<file path="src/rtl/ocp_bus_master.sv">
// OCP single-outstanding bus master: local req/rsp to OCP MCmd/SResp.
// Ports: clk, rst, i_req_* / o_req_ready, o_rsp_*, OCP M*/S* signals.

`ifndef ADDR_WIDTH
`define ADDR_WIDTH 32
`endif
`ifndef DATA_WIDTH
`define DATA_WIDTH 32
`endif
`ifndef BEN_WIDTH
`define BEN_WIDTH 4
`endif
`ifndef OCP_MCMD_IDLE
`define OCP_MCMD_IDLE  3'd0
`define OCP_MCMD_WR    3'd1
`define OCP_MCMD_RD    3'd2
`define OCP_SRESP_NULL 2'd0
`define OCP_SRESP_DVA  2'd1
`define OCP_SRESP_FAIL 2'd2
`define OCP_SRESP_ERR  2'd3
`endif

module ocp_bus_master #(
  parameter int unsigned TIMEOUT = 255
) (
  input  logic                   clk,
  input  logic                   rst,
  input  logic                   i_req_valid,
  output logic                   o_req_ready,
  input  logic                   i_req_wr,
  input  logic [`ADDR_WIDTH-1:0] i_req_addr,
  input  logic [`DATA_WIDTH-1:0] i_req_data,
  input  logic [`BEN_WIDTH-1:0]  i_req_ben,
  output logic                   o_rsp_valid,
  output logic [`DATA_WIDTH-1:0] o_rsp_data,
  output logic                   o_rsp_err,
  output logic [`ADDR_WIDTH-1:0] o_MAddr,
  output logic [2:0]             o_MCmd,
  output logic [`DATA_WIDTH-1:0] o_MData,
  output logic [`BEN_WIDTH-1:0]  o_MByteEn,
  input  logic                   i_SCmdAccept,
  input  logic [`DATA_WIDTH-1:0] i_SData,
  input  logic [1:0]             i_SResp
);

  typedef enum logic [1:0] {
    S_IDLE,
    S_CMD,
    S_RESP,
    S_DONE
  } state_t;

  localparam logic [15:0] TO_LIM = 16'(TIMEOUT);

  state_t                   state_q, state_d;
  logic [15:0]              cnt_q, cnt_d;
  logic [2:0]               mcmd_q, mcmd_d;
  logic [`ADDR_WIDTH-1:0]   maddr_q, maddr_d;
  logic [`DATA_WIDTH-1:0]   mdata_q, mdata_d;
  logic [`BEN_WIDTH-1:0]    mben_q, mben_d;
  logic                     rvld_q, rvld_d;
  logic [`DATA_WIDTH-1:0]   rdata_q, rdata_d;
  logic                     rerr_q, rerr_d;
  logic                     rdy_q, rdy_d;

  logic [15:0] cnt_inc;
  logic        to_hit;
  logic        resp_in;
  logic        clr_m;
  logic        fin;

  assign cnt_inc = cnt_q + 16'd1;
  // cnt_q counts completed cycles in CMD/RESP; abort when this one is the last
  assign to_hit  = (cnt_inc == TO_LIM);
  assign resp_in = (i_SResp != `OCP_SRESP_NULL);

  always_comb begin
    state_d = state_q;
    cnt_d   = cnt_q;
    mcmd_d  = mcmd_q;
    maddr_d = maddr_q;
    mdata_d = mdata_q;
    mben_d  = mben_q;
    rvld_d  = 1'b0;
    rdata_d = '0;
    rerr_d  = 1'b0;
    rdy_d   = 1'b0;
    clr_m   = 1'b0;
    fin     = 1'b0;

    unique case (state_q)
      S_IDLE: begin
        if (i_req_valid && rdy_q) begin
          mcmd_d  = i_req_wr ? `OCP_MCMD_WR : `OCP_MCMD_RD;
          maddr_d = i_req_addr;
          mdata_d = i_req_data;
          mben_d  = i_req_ben;
          cnt_d   = '0;
          state_d = S_CMD;
        end else begin
          rdy_d = 1'b1;
        end
      end
      S_CMD: begin
        cnt_d = cnt_inc;
        if (i_SCmdAccept) begin
          clr_m = 1'b1;
          if (mcmd_q == `OCP_MCMD_WR) begin
            // posted write: no response phase
            fin = 1'b1;
          end else if (resp_in) begin
            fin     = 1'b1;
            rdata_d = i_SData;
            rerr_d  = (i_SResp != `OCP_SRESP_DVA);
          end else begin
            state_d = S_RESP;
          end
        end else if (to_hit) begin
          clr_m  = 1'b1;
          fin    = 1'b1;
          rerr_d = 1'b1;
        end
      end
      S_RESP: begin
        cnt_d = cnt_inc;
        if (resp_in) begin
          fin     = 1'b1;
          rdata_d = i_SData;
          rerr_d  = (i_SResp != `OCP_SRESP_DVA);
        end else if (to_hit) begin
          fin    = 1'b1;
          rerr_d = 1'b1;
        end
      end
      S_DONE: begin
        cnt_d   = '0;
        rdy_d   = 1'b1;
        state_d = S_IDLE;
      end
    endcase

    if (clr_m) begin
      mcmd_d  = `OCP_MCMD_IDLE;
      maddr_d = '0;
      mdata_d = '0;
      mben_d  = '0;
    end
    if (fin) begin
      state_d = S_DONE;
      rvld_d  = 1'b1;
    end
  end

  always_ff @(posedge clk) begin
    if (rst) begin
      state_q <= S_IDLE;
      cnt_q   <= '0;
      mcmd_q  <= `OCP_MCMD_IDLE;
      maddr_q <= '0;
      mdata_q <= '0;
      mben_q  <= '0;
      rvld_q  <= 1'b0;
      rdata_q <= '0;
      rerr_q  <= 1'b0;
      rdy_q   <= 1'b0;
    end else begin
      state_q <= state_d;
      cnt_q   <= cnt_d;
      mcmd_q  <= mcmd_d;
      maddr_q <= maddr_d;
      mdata_q <= mdata_d;
      mben_q  <= mben_d;
      rvld_q  <= rvld_d;
      rdata_q <= rdata_d;
      rerr_q  <= rerr_d;
      rdy_q   <= rdy_d;
    end
  end

  assign o_req_ready = rdy_q;
  assign o_rsp_valid = rvld_q;
  assign o_rsp_data  = rdata_q;
  assign o_rsp_err   = rerr_q;
  assign o_MCmd      = mcmd_q;
  assign o_MAddr     = maddr_q;
  assign o_MData     = mdata_q;
  assign o_MByteEn   = mben_q;

endmodule

</file>
<file path="config.mk">
export PLATFORM = sky130hd
export DESIGN_NAME = ocp_bus_master
export DESIGN_NICKNAME = d
export VERILOG_FILES = /design/src/rtl/ocp_bus_master.sv
export SDC_FILE = /design/constraint.sdc
export NUM_CORES = 1
export LEC_CHECK = 0
export CORE_ASPECT_RATIO = 0.6
export CORE_UTILIZATION = 46
export DETAILED_ROUTE_END_ITERATION = 10
export PLACE_DENSITY = 0.86
export SLEW_MARGIN = 20
export SYNTH_ARGS = -nofsm -noshare
export SYNTH_HDL_FRONTEND = slang
export SYNTH_SLANG_ARGS = --single-unit
</file>
<file path="constraint.sdc">
create_clock -name clk -period 5.29 [get_ports clk]
set_clock_uncertainty 0.2 [all_clocks]
set_input_delay 0.529 -clock clk [delete_from_list [all_inputs] [get_ports clk]]
set_output_delay 0.529 -clock clk [all_outputs]
set_load 0.01 [all_outputs]
</file>
# Word-level counts from Yosys, hierarchy flattened
# Cells that the tools add are included.
# op_classes
magnitude_cmp	0
n_eq_ne	11
shift	0
n_reduce_logical	8
bitwise	0
n_mux	29
mul	0
n_div	0
n_addsub	1
# ops
operator	n
$mux 32	3
$pmux 32 s2	1
$pmux 16 s3	1
$add 16x1->16 const B	1
$eq 16x8->1 const B	1
$mux 16	1
$mux 1	13
$mux 2	6
$ne 3x3->1 const B	4
$pmux 1 s2	3
$pmux 2 s3	1
$reduce_and 5->1	1
$eq 2x2->1 const B	2
$reduce_bool 4->1	1
$reduce_or 2->1	2
$eq 3x1->1 const B	1
$eq 2x1->1 const B	1
$logic_not 2->1	1
$ne 2x1->1 const B	1
$ne 2x2->1 const B	1
$reduce_and 2->1	1
$reduce_bool 2->1	1
$logic_and 1x1->1	1
# word_totals
ram_bits	0
input_bits	107
out_inout_bits	106
latchBits	0
ff_bits	124
n_memories	0
wordCells	59
romBits	0

# Depth between registers and ports, before layout
# depth
word_depth	7
ltp_mapped	10
ltp_nobuf	8

# Worst setup path after synthesis
# No wires, ideal clock.
# synth_timing
path_kind	flip-flop to flip-flop
from	reg cnt_q[0]
to	reg maddr_q[10] (netlist: o_MAddr[10])
slack_ns	2.384
synth_period_minus_slack_ns	2.906
arrival_time_ns	2.559
n_path_buf	3
setup_time_ns	0.148
required_ns	4.942
stages_incl_launch_ff	11
cell_sequence	dfxtp_1 -> ha_1 -> clkbuf_1 -> nand2_1 -> or4_1 -> buf_2 -> o21ai_0 -> o21ai_1 -> o41ai_4 -> buf_6 -> a221oi_1
# synth_between
elab_chain_len	6
# synth_lines
element	line	text
start, declared	56	logic [15:0] cnt_q, cnt_d;
start signal, assigned	168	cnt_q <= cnt_d;
$add 16x1->16	72	assign cnt_inc = cnt_q + 16'd1;
$eq 16x8->1	74	assign to_hit = (cnt_inc == TO_LIM);
$mux 1	118	end else if (to_hit) begin
$mux 1	106	if (i_SCmdAccept) begin
$mux 1	91	unique case (state_q)
$reduce_or 2->1 (no line)	-	
end signal, assigned	170	maddr_q <= maddr_d;
end, declared	58	logic [`ADDR_WIDTH-1:0] maddr_q, maddr_d;
# Every way passes these cells.
# A chain may end at the register's enable or synchronous reset.

# Final worst setup path
# layout_timing
from	reg cnt_q[0]
to	reg mdata_q[13] (netlist: o_MData[13])
# layout_between
elab_chain_len	6
# layout_lines
element	line	text
$add 16x1->16	72	
$eq 16x8->1	74	
$mux 1	118	
$mux 1	106	
$mux 1	91	
$reduce_or 2->1 (no line)	-	
end signal, assigned	171	mdata_q <= mdata_d;
end, declared	59	logic [`DATA_WIDTH-1:0] mdata_q, mdata_d;
# Every way passes these cells.

==> summary.md <==
| Metric | Value |
|---|---|
| Io pins | `213` |
| Synth warn | `0` |
| Register area | `2460 um2` |
| Run status | `complete, no violations` |
| Fmax | `311 MHz` |
| Compound-Gate Fraction of Synth Area | `19.9%` |
| Final hold vios | `0` |
| Post-CTS sizing | `0` |
| WL/cell | `16.5 um` |
| Die width | `137 um` |
| Clk slew on worst S/H paths | `0.06 ns` |
| CP endpoint kind | `register` |
| Synthesized flop and latch total | `123` |
| Net Sw Frac | `30.1%` |
| Synth Flop Type | `dfxtp_1` |
| CORE AREA | `10600 um2` |
| Total CTS buffers | `17` |
| Seq/Total Area, Yosys | `48.8%` |
| Final Non-Filler Cells | `911` |
| DR iter-0 viols | `300` |
| Relative slew margins | `48.2%` |
| EDFF count, synth | `0` |
| Power density over cell area | `387 nW/um2` |
| Worst vdd ir | `0.261 mV` |
| Clock tree buffer depth | `2` |
| Internal power | `2.08 mW` |
| RSZ-0062 raised after global routing | `false` |
| P_sw | `899 uW` |
| Worst hold path type | `register to register` |
| Fin util | `72.7%` |
| Layout area overhead | `52.9%` |
| Most frequent cells in the layout | `clkdlybuf4s50_1, nand2_1, dfxtp_1` |
| Max-cap violations | `0` |
| Tcrit/Tclk final | `60.9%` |
| H-tree levels | `4` |
| Clock share of power | `38.1%` |
| Setup Buffers After CTS | `0` |
| IO Port Bufs | `211` |
| Required @ worst endpoint | `5.34 ns` |
| Area of the multi-input gates | `2290 um2` |
| Avg Synthesized Cell Area | `8.75 um2` |
| Critical path class | `register to register` |
| Layout cells sized above 1 | `7.12%` |
| Clk_lat worst skew | `0.41 ns` |
| Cell total after placement | `879` |
| Vias in the first global route | `4732` |
| Hold_ws | `0.270 ns` |
| Final antenna-violating net count | `0` |
| Pin count of the biggest net entering global routing | `73` |
| Hpwl dp | `10200 um` |
| CP Max Fanout | `39` |
| Most common cell after layout, fill and taps aside | `clkdlybuf4s50_1` |
| Fill cells | `735` |
| Post-synthesis cell type count | `43` |
| Total congestion overflow | `0` |
| CTS tree | `yes` |
| Slew Limit Fails | `0` |
| Netlist Area Pre-Place | `5040 um2` |
| Asr flop ratio synth | `0%` |
| Vias/cell | `5.51` |
| Die area | `11400 um2` |
| GPL Wtd Cong | `0.921` |
| First-pass GRT wire length | `23800 um` |
| Simple-gate portion of the synthesized area | `22.4%` |
| Worst EP arrival | `3.27 ns` |
| Via count | `5020` |
| Mux contribution to synthesized area | `0.199%` |
| ANT cells | `0` |
| Sink Count | `123` |
| Root Driver | `clkbuf_16` |
| Slew at the pin closest to its max-slew limit | `0.777 ns` |
| Overall Global Routing Usage | `26.9%` |
| # rows | `29` |
| Final wirelength | `15000 um` |
| Final setup fails | `0` |
| Sequential cell fraction of total power | `36.3%` |
| XOR/XNOR Fraction of Synth Area | `1.04%` |
| CP startpoint kind | `register` |
| Logic pwr share | `25.6%` |
| Syn Nets | `689` |
| 1st-pass router iterations | `4` |
| DRC Markers | `0` |
| Final net count | `872` |
| Initial antenna violation count | `0` |
| Post-Syn Instances | `576` |
| Setup TNS | `0 ns` |
| Hold buffers post-CTS | `0` |
| Starting density of the core | `47.6%` |
| Post-Synth Adder-Cell Area | `1.49%` |
| Pleak | `2.67 nW` |
| Fin crit period | `3.22 ns` |
| Vert. Die Dim | `83.1 um` |
| Largest family of logic cells by synthesized area | `simple AND/OR/NAND/NOR gates` |
-- flip-flops by register name (all words and copies together) (netlist names), 2 cells and up --
| register | count |
|---|---|
| o_MByteEn | 4 |
| o_MAddr | 32 |
| o_rsp_data | 32 |
| cnt_q | 16 |
| state_q | 2 |
| o_MCmd | 2 |
| o_MData | 32 |
-- kinds of logic after synthesis --
| logic type | after synthesis |
|---|---|
| multiplexers | 1 |
| buffers and inverters | 63 |
| AND/OR/NAND/NOR | 253 |
| other | 1 |
| flip-flops | 123 |
| XOR/XNOR | 6 |
| adder cells (fa/ha/maj) | 6 |
| AO/OA/AOI/OAI | 123 |
-- power groups by stage --
stage                     clock [mW]  combinational, mW  sequential [mW]
after CTS                       1.15              0.763             1.08
after global placement             0              0.736             1.10
after global routing            1.19              0.829             1.10
after detailed placement           0              0.758             1.10
after floorplan                    0              0.360             1.14
final                           1.14              0.764             1.08
-- routing by layer --
layer | GRT usage (%) | wire, um | vias up
met5 | 0 | 0 | -
li1 | - | - | 2396
met4 | 10.9 | 265 | 0
met2 | 42.1 | 6870 | 237
met3 | 7.26 | 1260 | 31
met1 | 35.0 | 6620 | 2356
-- critical path, stage by stage, from the launching register on --
cell and delay (ns):
dfxtp_1 0.42, ha_1 0.36, nand2_1 0.13, or4_1 0.55, o21ai_0 0.21, o21ai_1 0.14, o41ai_4 0.38, buf_4 0.47
a221oi_1 0.18
-- synthesized netlist by cell type, types with 2 or more instances --
master	count	area, um2
clkbuf_1	42	158
nand3_1	6	30.0
o21ai_0	13	65.1
nand2_1	151	567
o211ai_1	3	22.5
xor2_1	2	17.5
buf_2	2	10.0
dfxtp_1	123	2460
nor3_1	13	65.1
nor2_1	28	105
a21oi_1	17	85.1
buf_4	3	22.5
ha_1	6	75.1
or4_1	3	22.5
and2_1	33	206
a221oi_1	61	534
a31oi_1	3	18.8
buf_6	7	78.8
nand2b_1	4	25.0
a221oi_2	8	120
inv_1	8	30.0
nor4_1	3	18.8
nand4_1	6	37.5
xnor2_1	4	35.0
a21o_1	9	67.6
-- area by class of cell --
type	instances	area share, %
Inverter	8	0.390
Timing Repair Buffer	219	28.1
Clock inverter	14	1.87
Clock buffer	18	5.70
Multi-Input combinational cell	390	29.7
Tap cell	139	2.26
Sequential cell	123	31.9
-- final timing paths --
check / from / to / slack, ns / cells after the start
max: cnt_q[0] / o_MData[13] / 2.07 / 8
min: o_MAddr[1] / o_MAddr[1] / 0.27 / 2
max reg2reg: cnt_q[0] / o_MData[13] / 2.07 / 8
min reg2reg: o_MAddr[1] / o_MAddr[1] / 0.27 / 2
-- metrics by stage --
| stage | power (mW) | instance area, um2 | setup slack (ns) |
|---|---|---|---|
| 2_1_floorplan | 1.50 | 5040 | 2.38 |
| 3_3_place_gp | 1.83 | 7120 | 2.27 |
| 3_5_place_dp | 1.86 | 7120 | 2.13 |
| 4_1_cts | 3.00 | 7710 | 2.12 |
| 5_1_grt | 3.12 | 7710 | 1.92 |
| 6_report | 2.98 | 7710 | 2.07 |
No activity file was read; power rests on OpenSTA's default activity.
